<file path="config.mk">
export PLATFORM = sky130hd
export DESIGN_NAME = fp_alu_issue
export DESIGN_NICKNAME = d
export VERILOG_FILES = /design/src/rtl/fp_alu_issue.sv
export SDC_FILE = /design/constraint.sdc
export NUM_CORES = 1
export LEC_CHECK = 0
export BUFFER_PORTS_ARGS = -buffer_cell sky130_fd_sc_hd__buf_2
export CORE_ASPECT_RATIO = 1.5
export CORE_MARGIN = 4
export CORE_UTILIZATION = 57
export DETAILED_ROUTE_END_ITERATION = 12
export HOLD_SLACK_MARGIN = 0.05
export PLACE_DENSITY = 0.8
export SLEW_MARGIN = 20
export SYNTH_ARGS = -nofsm -noshare
export SYNTH_HDL_FRONTEND = slang
export SYNTH_SLANG_ARGS = --single-unit
</file>
<file path="constraint.sdc">
create_clock -name clk -period 9.2 [get_ports clk]
set_clock_uncertainty 0.15 [all_clocks]
set_input_delay 0.46 -clock clk [delete_from_list [all_inputs] [get_ports clk]]
set_output_delay 0.46 -clock clk [all_outputs]
set_load 0.01 [all_outputs]
</file>
<file path="src/rtl/fp_alu_issue.sv">
// fp_alu_issue: sequential issue front-end for the combinational floating-point ALU.
// Requests (op, a, b, tag) enter a FIFO over req_valid/req_ready. The head is driven onto
// alu_a/alu_b/alu_op and held for a settle window. The ALU result and flags are then captured
// and returned over rsp_valid/rsp_ready together with the echoed tag.
// Unsupported opcodes bypass the ALU and return an exception response with rsp_illegal set.
// busy is high while the FSM is not idle or the FIFO holds requests.
// Optional: define FP_ALU_ISSUE_STATS_EN to add saturating stat_ops/stat_exc handshake counters.
module fp_alu_issue #(
   parameter int FIFO_DEPTH    = 4,
   parameter int SETTLE_CYCLES = 2,
   parameter int TAG_W         = 4
) (
   input  logic             clk,
   input  logic             rst_n,
   input  logic             req_valid,
   output logic             req_ready,
   input  logic [3:0]       req_op,
   input  logic [31:0]      req_a,
   input  logic [31:0]      req_b,
   input  logic [TAG_W-1:0] req_tag,
   output logic [31:0]      alu_a,
   output logic [31:0]      alu_b,
   output logic [3:0]       alu_op,
   input  logic [31:0]      alu_result,
   input  logic             alu_exception,
   input  logic             alu_overflow,
   input  logic             alu_underflow,
   output logic             rsp_valid,
   input  logic             rsp_ready,
   output logic [31:0]      rsp_data,
   output logic [TAG_W-1:0] rsp_tag,
   output logic             rsp_exception,
   output logic             rsp_overflow,
   output logic             rsp_underflow,
   output logic             rsp_illegal,
`ifdef FP_ALU_ISSUE_STATS_EN
   output logic [15:0]      stat_ops,
   output logic [15:0]      stat_exc,
`endif
   output logic             busy
);
   localparam int AW = $clog2(FIFO_DEPTH);
   typedef enum logic [1:0] {IDLE, DRIVE, RESP} state_t;
   typedef struct packed {
      logic [3:0]       op;
      logic [31:0]      a;
      logic [31:0]      b;
      logic [TAG_W-1:0] tag;
   } req_t;
   req_t             mem_q [FIFO_DEPTH];
   req_t             head;
   state_t           state_q, state_d;
   logic [AW-1:0]    wr_ptr_q, wr_ptr_d, rd_ptr_q, rd_ptr_d;
   logic [AW:0]      count_q, count_d;
   logic [3:0]       cnt_q, cnt_d;
   logic [31:0]      alu_a_q, alu_a_d, alu_b_q, alu_b_d;
   logic [3:0]       alu_op_q, alu_op_d;
   logic [31:0]      rsp_data_q, rsp_data_d;
   logic [TAG_W-1:0] rsp_tag_q, rsp_tag_d;
   logic             rsp_exc_q, rsp_exc_d, rsp_ovf_q, rsp_ovf_d;
   logic             rsp_unf_q, rsp_unf_d, rsp_ill_q, rsp_ill_d;
   logic             push, pop, hs;

   function automatic logic is_arith(input logic [3:0] op);
      return op inside {4'd1, 4'd2, 4'd3, 4'd9, 4'd10, 4'd12};
   endfunction

   function automatic logic is_logic(input logic [3:0] op);
      return op inside {4'd4, 4'd5, 4'd6, 4'd7, 4'd8, 4'd11};
   endfunction

   // Ready comes from the registered count only, so a same-cycle pop never frees a full FIFO.
   assign req_ready = count_q != (AW+1)'(FIFO_DEPTH);
   assign push      = req_valid & req_ready;
   assign pop       = (state_q == IDLE) && (count_q != '0);
   assign hs        = rsp_valid & rsp_ready;
   assign head      = mem_q[rd_ptr_q];

   always_ff @(posedge clk) begin
      if (push) mem_q[wr_ptr_q] <= {req_op, req_a, req_b, req_tag};
   end

   always_comb begin
      state_d    = state_q;
      cnt_d      = cnt_q;
      alu_a_d    = alu_a_q;
      alu_b_d    = alu_b_q;
      alu_op_d   = alu_op_q;
      rsp_data_d = rsp_data_q;
      rsp_tag_d  = rsp_tag_q;
      rsp_exc_d  = rsp_exc_q;
      rsp_ovf_d  = rsp_ovf_q;
      rsp_unf_d  = rsp_unf_q;
      rsp_ill_d  = rsp_ill_q;
      wr_ptr_d   = wr_ptr_q + AW'(push);
      rd_ptr_d   = rd_ptr_q + AW'(pop);
      count_d    = count_q + (AW+1)'(push) - (AW+1)'(pop);
      case (state_q)
         IDLE: begin
            if (pop) begin
               if (is_arith(head.op) || is_logic(head.op)) begin
                  alu_a_d  = head.a;
                  alu_b_d  = head.b;
                  alu_op_d = head.op;
                  cnt_d    = is_arith(head.op) ? 4'(SETTLE_CYCLES) : 4'd1;
                  rsp_tag_d = head.tag;
                  state_d  = DRIVE;
               end else begin
                  rsp_data_d = '0;
                  rsp_tag_d  = head.tag;
                  rsp_exc_d  = 1'b1;
                  rsp_ovf_d  = 1'b0;
                  rsp_unf_d  = 1'b0;
                  rsp_ill_d  = 1'b1;
                  state_d    = RESP;
               end
            end
         end
         DRIVE: begin
            if (cnt_q == 4'd1) begin
               rsp_data_d = alu_result;
               rsp_exc_d  = alu_exception;
               rsp_ovf_d  = alu_overflow;
               rsp_unf_d  = alu_underflow;
               rsp_ill_d  = 1'b0;
               alu_op_d   = 4'd0;
               state_d    = RESP;
            end else begin
               cnt_d = cnt_q - 4'd1;
            end
         end
         RESP: begin
            if (rsp_ready) state_d = IDLE;
         end
         default: state_d = IDLE;
      endcase
   end

   always_ff @(posedge clk or negedge rst_n) begin
      if (!rst_n) begin
         state_q    <= IDLE;
         wr_ptr_q   <= '0;
         rd_ptr_q   <= '0;
         count_q    <= '0;
         cnt_q      <= '0;
         alu_a_q    <= '0;
         alu_b_q    <= '0;
         alu_op_q   <= '0;
         rsp_data_q <= '0;
         rsp_tag_q  <= '0;
         rsp_exc_q  <= 1'b0;
         rsp_ovf_q  <= 1'b0;
         rsp_unf_q  <= 1'b0;
         rsp_ill_q  <= 1'b0;
      end else begin
         state_q    <= state_d;
         wr_ptr_q   <= wr_ptr_d;
         rd_ptr_q   <= rd_ptr_d;
         count_q    <= count_d;
         cnt_q      <= cnt_d;
         alu_a_q    <= alu_a_d;
         alu_b_q    <= alu_b_d;
         alu_op_q   <= alu_op_d;
         rsp_data_q <= rsp_data_d;
         rsp_tag_q  <= rsp_tag_d;
         rsp_exc_q  <= rsp_exc_d;
         rsp_ovf_q  <= rsp_ovf_d;
         rsp_unf_q  <= rsp_unf_d;
         rsp_ill_q  <= rsp_ill_d;
      end
   end

   assign alu_a         = alu_a_q;
   assign alu_b         = alu_b_q;
   assign alu_op        = alu_op_q;
   assign rsp_valid     = state_q == RESP;
   assign rsp_data      = rsp_data_q;
   assign rsp_tag       = rsp_tag_q;
   assign rsp_exception = rsp_exc_q;
   assign rsp_overflow  = rsp_ovf_q;
   assign rsp_underflow = rsp_unf_q;
   assign rsp_illegal   = rsp_ill_q;
   assign busy          = (state_q != IDLE) || (count_q != '0);

`ifdef FP_ALU_ISSUE_STATS_EN
   logic [15:0] stat_ops_q, stat_ops_d, stat_exc_q, stat_exc_d;

   always_comb begin
      stat_ops_d = (hs && stat_ops_q != 16'hFFFF) ? stat_ops_q + 16'd1 : stat_ops_q;
      stat_exc_d = (hs && rsp_exc_q && stat_exc_q != 16'hFFFF) ? stat_exc_q + 16'd1 : stat_exc_q;
   end

   always_ff @(posedge clk or negedge rst_n) begin
      if (!rst_n) begin
         stat_ops_q <= '0;
         stat_exc_q <= '0;
      end else begin
         stat_ops_q <= stat_ops_d;
         stat_exc_q <= stat_exc_d;
      end
   end

   assign stat_ops = stat_ops_q;
   assign stat_exc = stat_exc_q;
`else
   logic unused_hs;
   assign unused_hs = hs;
`endif
endmodule
</file>
==> impl_metrics.env, run 1 <==
export IMPL_grt_pass1_vias=8718
export IMPL_critPathTopFamily="flip-flops"
export IMPL_timing_final_crit_share_pct=45.8
export IMPL_path_clk_slew_ns=0.06
export IMPL_cts_root_buf="clkbuf_16"
export IMPL_rr_worst_depth=6
export IMPL_power_density_nw_per_um2=341
export IMPL_required_ns=9.45
export IMPL_die_w_um=142
export IMPL_worstHoldPathType="in2reg"
export IMPL_dieArea_um2=29700
export IMPL_reg2reg_to="alu_b[19]"
export IMPL_min_period_ns=4.22
export IMPL_max_freq_mhz=237
export IMPL_synth_cells=729
export IMPL_cp_start_kind="register"
export IMPL_num_vias=7974
export IMPL_path_cells="mux4_2 -> o211a_1 -> nor3_2 -> and2_4 -> buf_4 -> mux2_4"
export IMPL_start_util_pct=57.9
export IMPL_cp_max_fo=73
export IMPL_numPortBuffers=221
export IMPL_reg2reg_slack_ns=4.98
export IMPL_cts_num_sinks=409
export IMPL_clock_latency_ns=0.52
export IMPL_worstPathArrival_ns=4.47
export IMPL_tightestPinTransition_ns=1.10
export IMPL_rr_startpoint="rd_ptr_q[1]"
export IMPL_viasPerCell=5.53
export IMPL_min_path_cells=3
export IMPL_synth_edf_count=288
export IMPL_ys_seq_area_share_pct=75.9
export IMPL_cpPeakStageDelay_ns=1.16
export IMPL_ant_nets=0
export IMPL_ctsResizeCount=0
export IMPL_hold_end="rsp_data[9]"
export IMPL_synth_cell_type_count=38
export IMPL_clockBufferDepth=3
export IMPL_wirelength_um=31100
export IMPL_critPathBufInv=1
export IMPL_drc=0
export IMPL_min_from="alu_result[9]"
export IMPL_grt_pass1_wl_um=49300
export IMPL_outcome="finished, final reports clean"
export IMPL_place_gp_congestion=0.745
export IMPL_syn2layout_area_growth_pct=24.1
export IMPL_grt_ovfl_total=0
export IMPL_track_usage_pct=21.5
export IMPL_async_reset_ff_share_pct=29.6
export IMPL_ios=222
export IMPL_fill_cells=1543
export IMPL_wire_per_inst_um=21.6
export IMPL_synthFlopType="edfxtp_1"
export IMPL_core_area_um2=26600
export IMPL_p_leak_nw=7.45
export IMPL_syn_area_per_cell_um2=21.1
export IMPL_drv_cap=0
export IMPL_crit_type="reg2reg"
export IMPL_total_power_mw=6.51
export IMPL_peakVddDrop_v=0.000283
export IMPL_critical_path_slowest_cell="dfrtp_4"
export IMPL_endpoint_kind="register"
export IMPL_grt_antenna_before_repair=4
export IMPL_synth_warnings=0
export IMPL_ys_seq_elements=409
export IMPL_startpoint="rd_ptr_q[1]"
export IMPL_hold_viol=0
export IMPL_grt_max_degree=74
export IMPL_rsz0062_at_grt="no"
export IMPL_setup_viol=0
export IMPL_drt_initial_drc_count=542
export IMPL_cts_made_buffers=37
export IMPL_cts_tree="done"
export IMPL_dp_hpwl_um=17400
export IMPL_drtPass1Iterations=5
export IMPL_max_slew_margin_pct=26.9
export IMPL_fin_setup_tns_ns=0
export IMPL_rows=73
export IMPL_die_h_um=209
export IMPL_syn_area_um2=15400
export IMPL_htree_levels=2
export IMPL_drive_above_1_share_pct=39.4
export IMPL_drv_slew=0
export IMPL_syn_nets=847
export IMPL_num_nets_final=1191
==> stage by stage <==
stage	cells	hold slack [ns]	area [µm²]	util [%]	worst slack [ns]
global route	1442	0.0694	19100	71.8	4.84
floorplan	729	0.0144	15400	-	2.44
finish	1442	0.0687	19100	71.8	4.98
detailed placement	1264	0.308	16800	63.4	4.97
CTS	1439	0.0529	19100	71.8	4.94
global placement	1264	0.311	16800	63.4	4.97
==> sequential cells by signal (all words and copies together), names as in the netlist <==
name / count
mem_q: 288
wr_ptr_q: 2
alu_b: 32
rsp_illegal: 1
rsp_underflow: 1
alu_op: 4
rd_ptr_q: 2
cnt_q: 4
rsp_data: 32
rsp_tag: 4
rsp_exception: 1
rsp_overflow: 1
state_q: 2
alu_a: 32
count_q: 3
==> tightest hold or removal path, cell delays in order <==
cell	delay (ns)
buf_2	0.10
nand2_1	0.05
o21ai_0	0.08
==> synthesized netlist by cell type (3+ instances only) <==
master | instances | area share (%)
dfrtp_1 | 121 | 20
xor2_1 | 3 | 0.17
a21oi_1 | 4 | 0.13
buf_6 | 9 | 0.66
mux4_2 | 72 | 11
a22o_1 | 18 | 1.0
ha_1 | 6 | 0.49
edfxtp_1 | 288 | 56
o21ai_0 | 23 | 0.75
nor3_1 | 4 | 0.13
inv_1 | 10 | 0.24
nand2_1 | 47 | 1.1
clkbuf_1 | 20 | 0.49
mux2_2 | 4 | 0.29
nor2_1 | 5 | 0.12
buf_2 | 3 | 0.098
xnor2_1 | 3 | 0.17
nand2b_1 | 3 | 0.12
mux2_4 | 64 | 6.2
==> what timing repair did <==
| item | CTS | global route |
|---|---|---|
| hold endpoints to repair | 370 | 0 |
| buffers inserted | 0 | 0 |
| hold buffers | 107 | 0 |
==> power breakdown <==
| part | leakage, nW | internal [mW] | switching, mW |
|---|---|---|---|
| Clock | 0.562 | 0.832 | 0.627 |
| Sequential | 4.12 | 2.55 | 0.348 |
| Combinational | 2.76 | 1.16 | 1.00 |
==> final cells by class <==
cell class	count	area, µm²	share of cell area (%)
flip-flops and latches	409	11700	61.2
multi-input cells	276	3510	18.4
repair buffers	339	2270	11.9
clock buffers	59	1110	5.83
well taps	337	422	2.21
clock inverters	9	46.3	0.242
inverters	10	37.5	0.197
diodes	3	7.51	0.0393
==> layout by cell type (no fill, tap or decap), types with 2 or more instances in the layout <==
cell type	netlist	routed
mux2_2	4	4
dlygate4sd3_1	0	107
dfrtp_4	0	2
nor3b_2	0	2
buf_2	3	220
nor3_1	4	3
nand2b_1	3	3
a22o_1	18	18
nand2_1	47	47
clkinv_2	0	3
o21ai_0	23	23
clkbuf_1	20	15
buf_6	9	2
buf_4	1	10
clkbuf_8	0	4
mux4_2	72	72
ha_1	6	6
mux2i_1	2	2
nor3_2	1	2
mux2_4	64	64
a21oi_1	4	4
clkinv_1	0	4
clkbuf_16	0	40
edfxtp_1	288	288
xnor2_1	3	3
diode_2	0	3
xor2_1	3	3
dfrtp_1	121	119
nor2_1	5	4
inv_1	10	10
==> cells by family (layout without fill, tap and decap cells) <==
group | count (synthesis) | after routing | share of synthesized area, %
flip-flops | 409 | 409 | 75.9
multiplexers | 142 | 142 | 17.2
AND/OR/NAND/NOR | 71 | 71 | 2.16
AO/OA/AOI/OAI | 50 | 50 | 2.22
buffers and inverters | 44 | 417 | 1.56
adder cells (fa/ha/maj) | 7 | 7 | 0.618
XOR/XNOR | 6 | 6 | 0.342
other | 0 | 3 | 0
==> worst max path at each step <==
stage,endpoint,depth (start not counted)
CTS,alu_b[23],6
detailed placement,alu_b[18],6
global route,alu_b[6],6
global placement,alu_b[6],6
finish,alu_b[19],6
floorplan,mem_q[1][0],4
==> per-layer routing <==
metal	GRT usage [%]	share of wire, %	vias to the layer above
met1	27.9	39	4070
met4	6.23	2.4	2
met2	37.4	52	284
met3	4.01	6.2	56
li1	-	-	3562
met5	0	0.026	-
No activity file was read; power rests on OpenSTA's default activity.
==> run 2, diff against run 1 <==
--- a/config.mk
+++ b/config.mk
@@ -5,13 +5,14 @@
 export SDC_FILE = /design/constraint.sdc
 export NUM_CORES = 1
 export LEC_CHECK = 0
+export ABC_AREA = 1
 export BUFFER_PORTS_ARGS = -buffer_cell sky130_fd_sc_hd__buf_2
 export CORE_ASPECT_RATIO = 1.5
 export CORE_MARGIN = 4
 export CORE_UTILIZATION = 57
 export DETAILED_ROUTE_END_ITERATION = 12
 export HOLD_SLACK_MARGIN = 0.05
-export PLACE_DENSITY = 0.8
+export PLACE_DENSITY = 0.79
 export SLEW_MARGIN = 20
 export SYNTH_ARGS = -nofsm -noshare
 export SYNTH_HDL_FRONTEND = slang
==> constraint.sdc (replaced) <==
create_clock -name clk -period 4.15 [get_ports clk]
set_clock_uncertainty 0.15 [all_clocks]
set_input_delay 0.2075 -clock clk [delete_from_list [all_inputs] [get_ports clk]]
set_output_delay 0.2075 -clock clk [all_outputs]
set_load 0.01 [all_outputs]
==> run 2 against run 1 <==
Compared with the run above: utilization shrank 0.92 points; sequential share of layout area shrank 0.68 points; via count rose by 34%; synthesized cell count rose by 73%; clock power rose by 120%; die area up 1.9%; combinational power up 140%; first-iteration DRC count increased by 35%; global-route usage up 1.5 points; total power grew 120%; worst setup slack worse by 4.0 ns; critical endpoint is now alu_a[16]; largest cell class unchanged.
==> impl_metrics.env, run 2 <==
export IMPL_outcome="finished, final reports clean"
export IMPL_synth_cells=1264
export IMPL_max_slew_margin_pct=30.7
export IMPL_core_area_um2=27200
export IMPL_timing_final_crit_share_pct=76.3
export IMPL_syn_nets=1382
export IMPL_grt_ovfl_total=0
export IMPL_drive_above_1_share_pct=19.6
export IMPL_grt_antenna_before_repair=1
export IMPL_viasPerCell=5.46
export IMPL_drv_slew=0
export IMPL_ys_seq_elements=409
export IMPL_rr_worst_depth=11
export IMPL_cp_start_kind="register"
export IMPL_async_reset_ff_share_pct=29.6
export IMPL_worst_slack_ns=0.984
export IMPL_cpPeakStageDelay_ns=0.67
export IMPL_clock_latency_ns=0.53
export IMPL_endpoint_kind="register"
export IMPL_grt_max_degree=102
export IMPL_synth_most_common_cell="edfxtp_1"
export IMPL_grt_pass1_vias=10600
export IMPL_mostFrequentLayoutCell="edfxtp_1"
export IMPL_wirelength_um=35300
export IMPL_path_clk_slew_ns=0.06
export IMPL_required_ns=4.39
export IMPL_ys_top_cells_by_count="288 x edfxtp_1, 195 x nand2_1, 162 x nor2_1"
export IMPL_syn2layout_area_growth_pct=23.0
export IMPL_synth_largest_area_cell="edfxtp_1"
export IMPL_track_usage_pct=23.0
export IMPL_min_period_ns=3.17
export IMPL_ant_nets=0
export IMPL_cts_tree="done"
export IMPL_setup_viol=0
export IMPL_p_leak_nw=8.02
export IMPL_ios=222
export IMPL_drtPass1Iterations=5
export IMPL_rsz0062_at_grt="no"
export IMPL_cts_root_buf="clkbuf_16"
export IMPL_min_path_cells=4
export IMPL_start_util_pct=57.6
export IMPL_clockBufferDepth=3
export IMPL_largest_register_ffs=288
export IMPL_grt_pass1_wl_um=54700
export IMPL_drv_cap=0
export IMPL_synth_top_area_share_pct=55.1
export IMPL_final_cell_mix="288 x edfxtp_1, 220 x buf_2, 195 x nand2_1, 162 x nor2_1, 136 x o21ai_0"
export IMPL_fin_area_um2=19300
export IMPL_synthTopCellsByArea="edfxtp_1 55%, dfrtp_1 19%, nand2_1 4.7%"
export IMPL_dp_hpwl_um=19900
export IMPL_wire_per_inst_um=18.1
export IMPL_hold_viol=0
export IMPL_numPortBuffers=221
export IMPL_cts_made_buffers=37
export IMPL_num_vias=10600
export IMPL_drc=0
export IMPL_whs_ns=0.104
export IMPL_rows=74
export IMPL_tightestPinTransition_ns=1.04
export IMPL_crit_type="reg2reg"
export IMPL_synth_warnings=0
export IMPL_place_gp_congestion=0.794
export IMPL_num_nets_final=1698
export IMPL_cts_num_sinks=409
export IMPL_drt_initial_drc_count=730
export IMPL_syn_area_per_cell_um2=12.4
export IMPL_postCtsHoldBufs=109
export IMPL_worstHoldPathType="in2reg"
export IMPL_dp_slack_ns=1.04
export IMPL_die_w_um=143
export IMPL_htree_levels=2
export IMPL_critical_path_slowest_cell="dfrtp_4"
export IMPL_path_common_cell="nand2_1"
export IMPL_power_density_nw_per_um2=754
export IMPL_die_h_um=211
export IMPL_ys_seq_area_share_pct=74.4
export IMPL_ctsResizeCount=0
export IMPL_synth_cell_type_count=31
export IMPL_placed_area_um2=17000
export IMPL_post_cts_setup_buffers=0
export IMPL_synth_edf_count=288
export IMPL_max_freq_mhz=316
export IMPL_worstPathArrival_ns=3.41
export IMPL_dieArea_um2=30300
export IMPL_peakVddDrop_v=0.000578
export IMPL_top_register="mem_q"
export IMPL_path_cells="inv_6 -> nand2_1 -> nand3_1 -> nand2_1 -> nand2_1 -> inv_2 -> nand2_4 -> nand3_4 -> buf_12 -> nand2_1 -> o21ai_1"
export IMPL_synthFlopType="edfxtp_1"
export IMPL_cp_max_fo=78
export IMPL_syn_area_um2=15700
[run 2: path summary, 6_finish.rpt]
kind	from	end	slack, ns
max in group asynchronous	rst_n	alu_b[1]	2.66
max	rd_ptr_q[0]	alu_a[16]	0.98
min	req_valid	wr_ptr_q[0]	0.10
min reg2reg	rsp_underflow	rsp_underflow	0.32
max reg2reg	rd_ptr_q[0]	alu_a[16]	0.98
min in group asynchronous	rst_n	rsp_data[19]	0.22
[run 2: critical path: cells and delay by family, from the launching register on]
family	cells	cell delay, ns
DFF	1	0.67
buffers and inverters	3	0.99
and+or+nand+nor	7	1.08
AOI/OAI and AO/OA	1	0.09
[run 2: power by group]
| part | total [mW] | switching, mW | internal (mW) | leakage (nW) |
|---|---|---|---|---|
| logic | 5.12 | 3.43 | 1.69 | 3.30 |
| registers | 6.19 | 0.578 | 5.61 | 4.15 |
| clock network | 3.25 | 1.40 | 1.85 | 0.573 |
| total | 14.6 | 5.41 | 9.15 | 8.02 |
[run 2: layout make-up]
| cell class | count | area (µm²) |
|---|---|---|
| well taps | 342 | 428 |
| clock inverters | 18 | 108 |
| fillers | 1833 | 7920 |
| inverters | 86 | 328 |
| repair buffers | 347 | 2390 |
| flip-flops and latches | 409 | 11700 |
| clock buffers | 49 | 1050 |
| diodes | 1 | 2.50 |
| multi-input cells | 699 | 3310 |
[run 2: logic make-up (layout without fill, tap and decap cells)]
| group | count (synthesis) | after routing | synth area share (%) |
|---|---|---|---|
| flip-flops | 409 | 409 | 74.4 |
| buffers and inverters | 156 | 500 | 4.62 |
| other | 0 | 1 | 0 |
| adder cells (fa/ha/maj) | 7 | 7 | 0.606 |
| AO/OA/AOI/OAI | 273 | 273 | 9.37 |
| AND/OR/NAND/NOR | 413 | 413 | 10.7 |
| XOR/XNOR | 6 | 6 | 0.335 |
[run 2: stage by stage]
stage / util, % / setup TNS (ns) / instances / total power, mW
finish: 70.9 / 0 / 1951 / 14.6
global placement: 62.6 / 0 / 1774 / 11.0
floorplan: - / -630.12 / 1264 / 9.83
CTS: 70.9 / 0 / 1950 / 14.6
detailed placement: 62.6 / 0 / 1774 / 11.3
global route: 70.9 / 0 / 1951 / 15.5
[run 2: layer usage]
layer  global-route usage (%)  part of all wire (%)  vias up
li1                         -                     -     5019
met1                     28.2                    38     5175
met2                     41.4                    53      397
met3                     3.99                   7.1       58
met4                     7.12                   2.3        0
met5                        0                     0        -
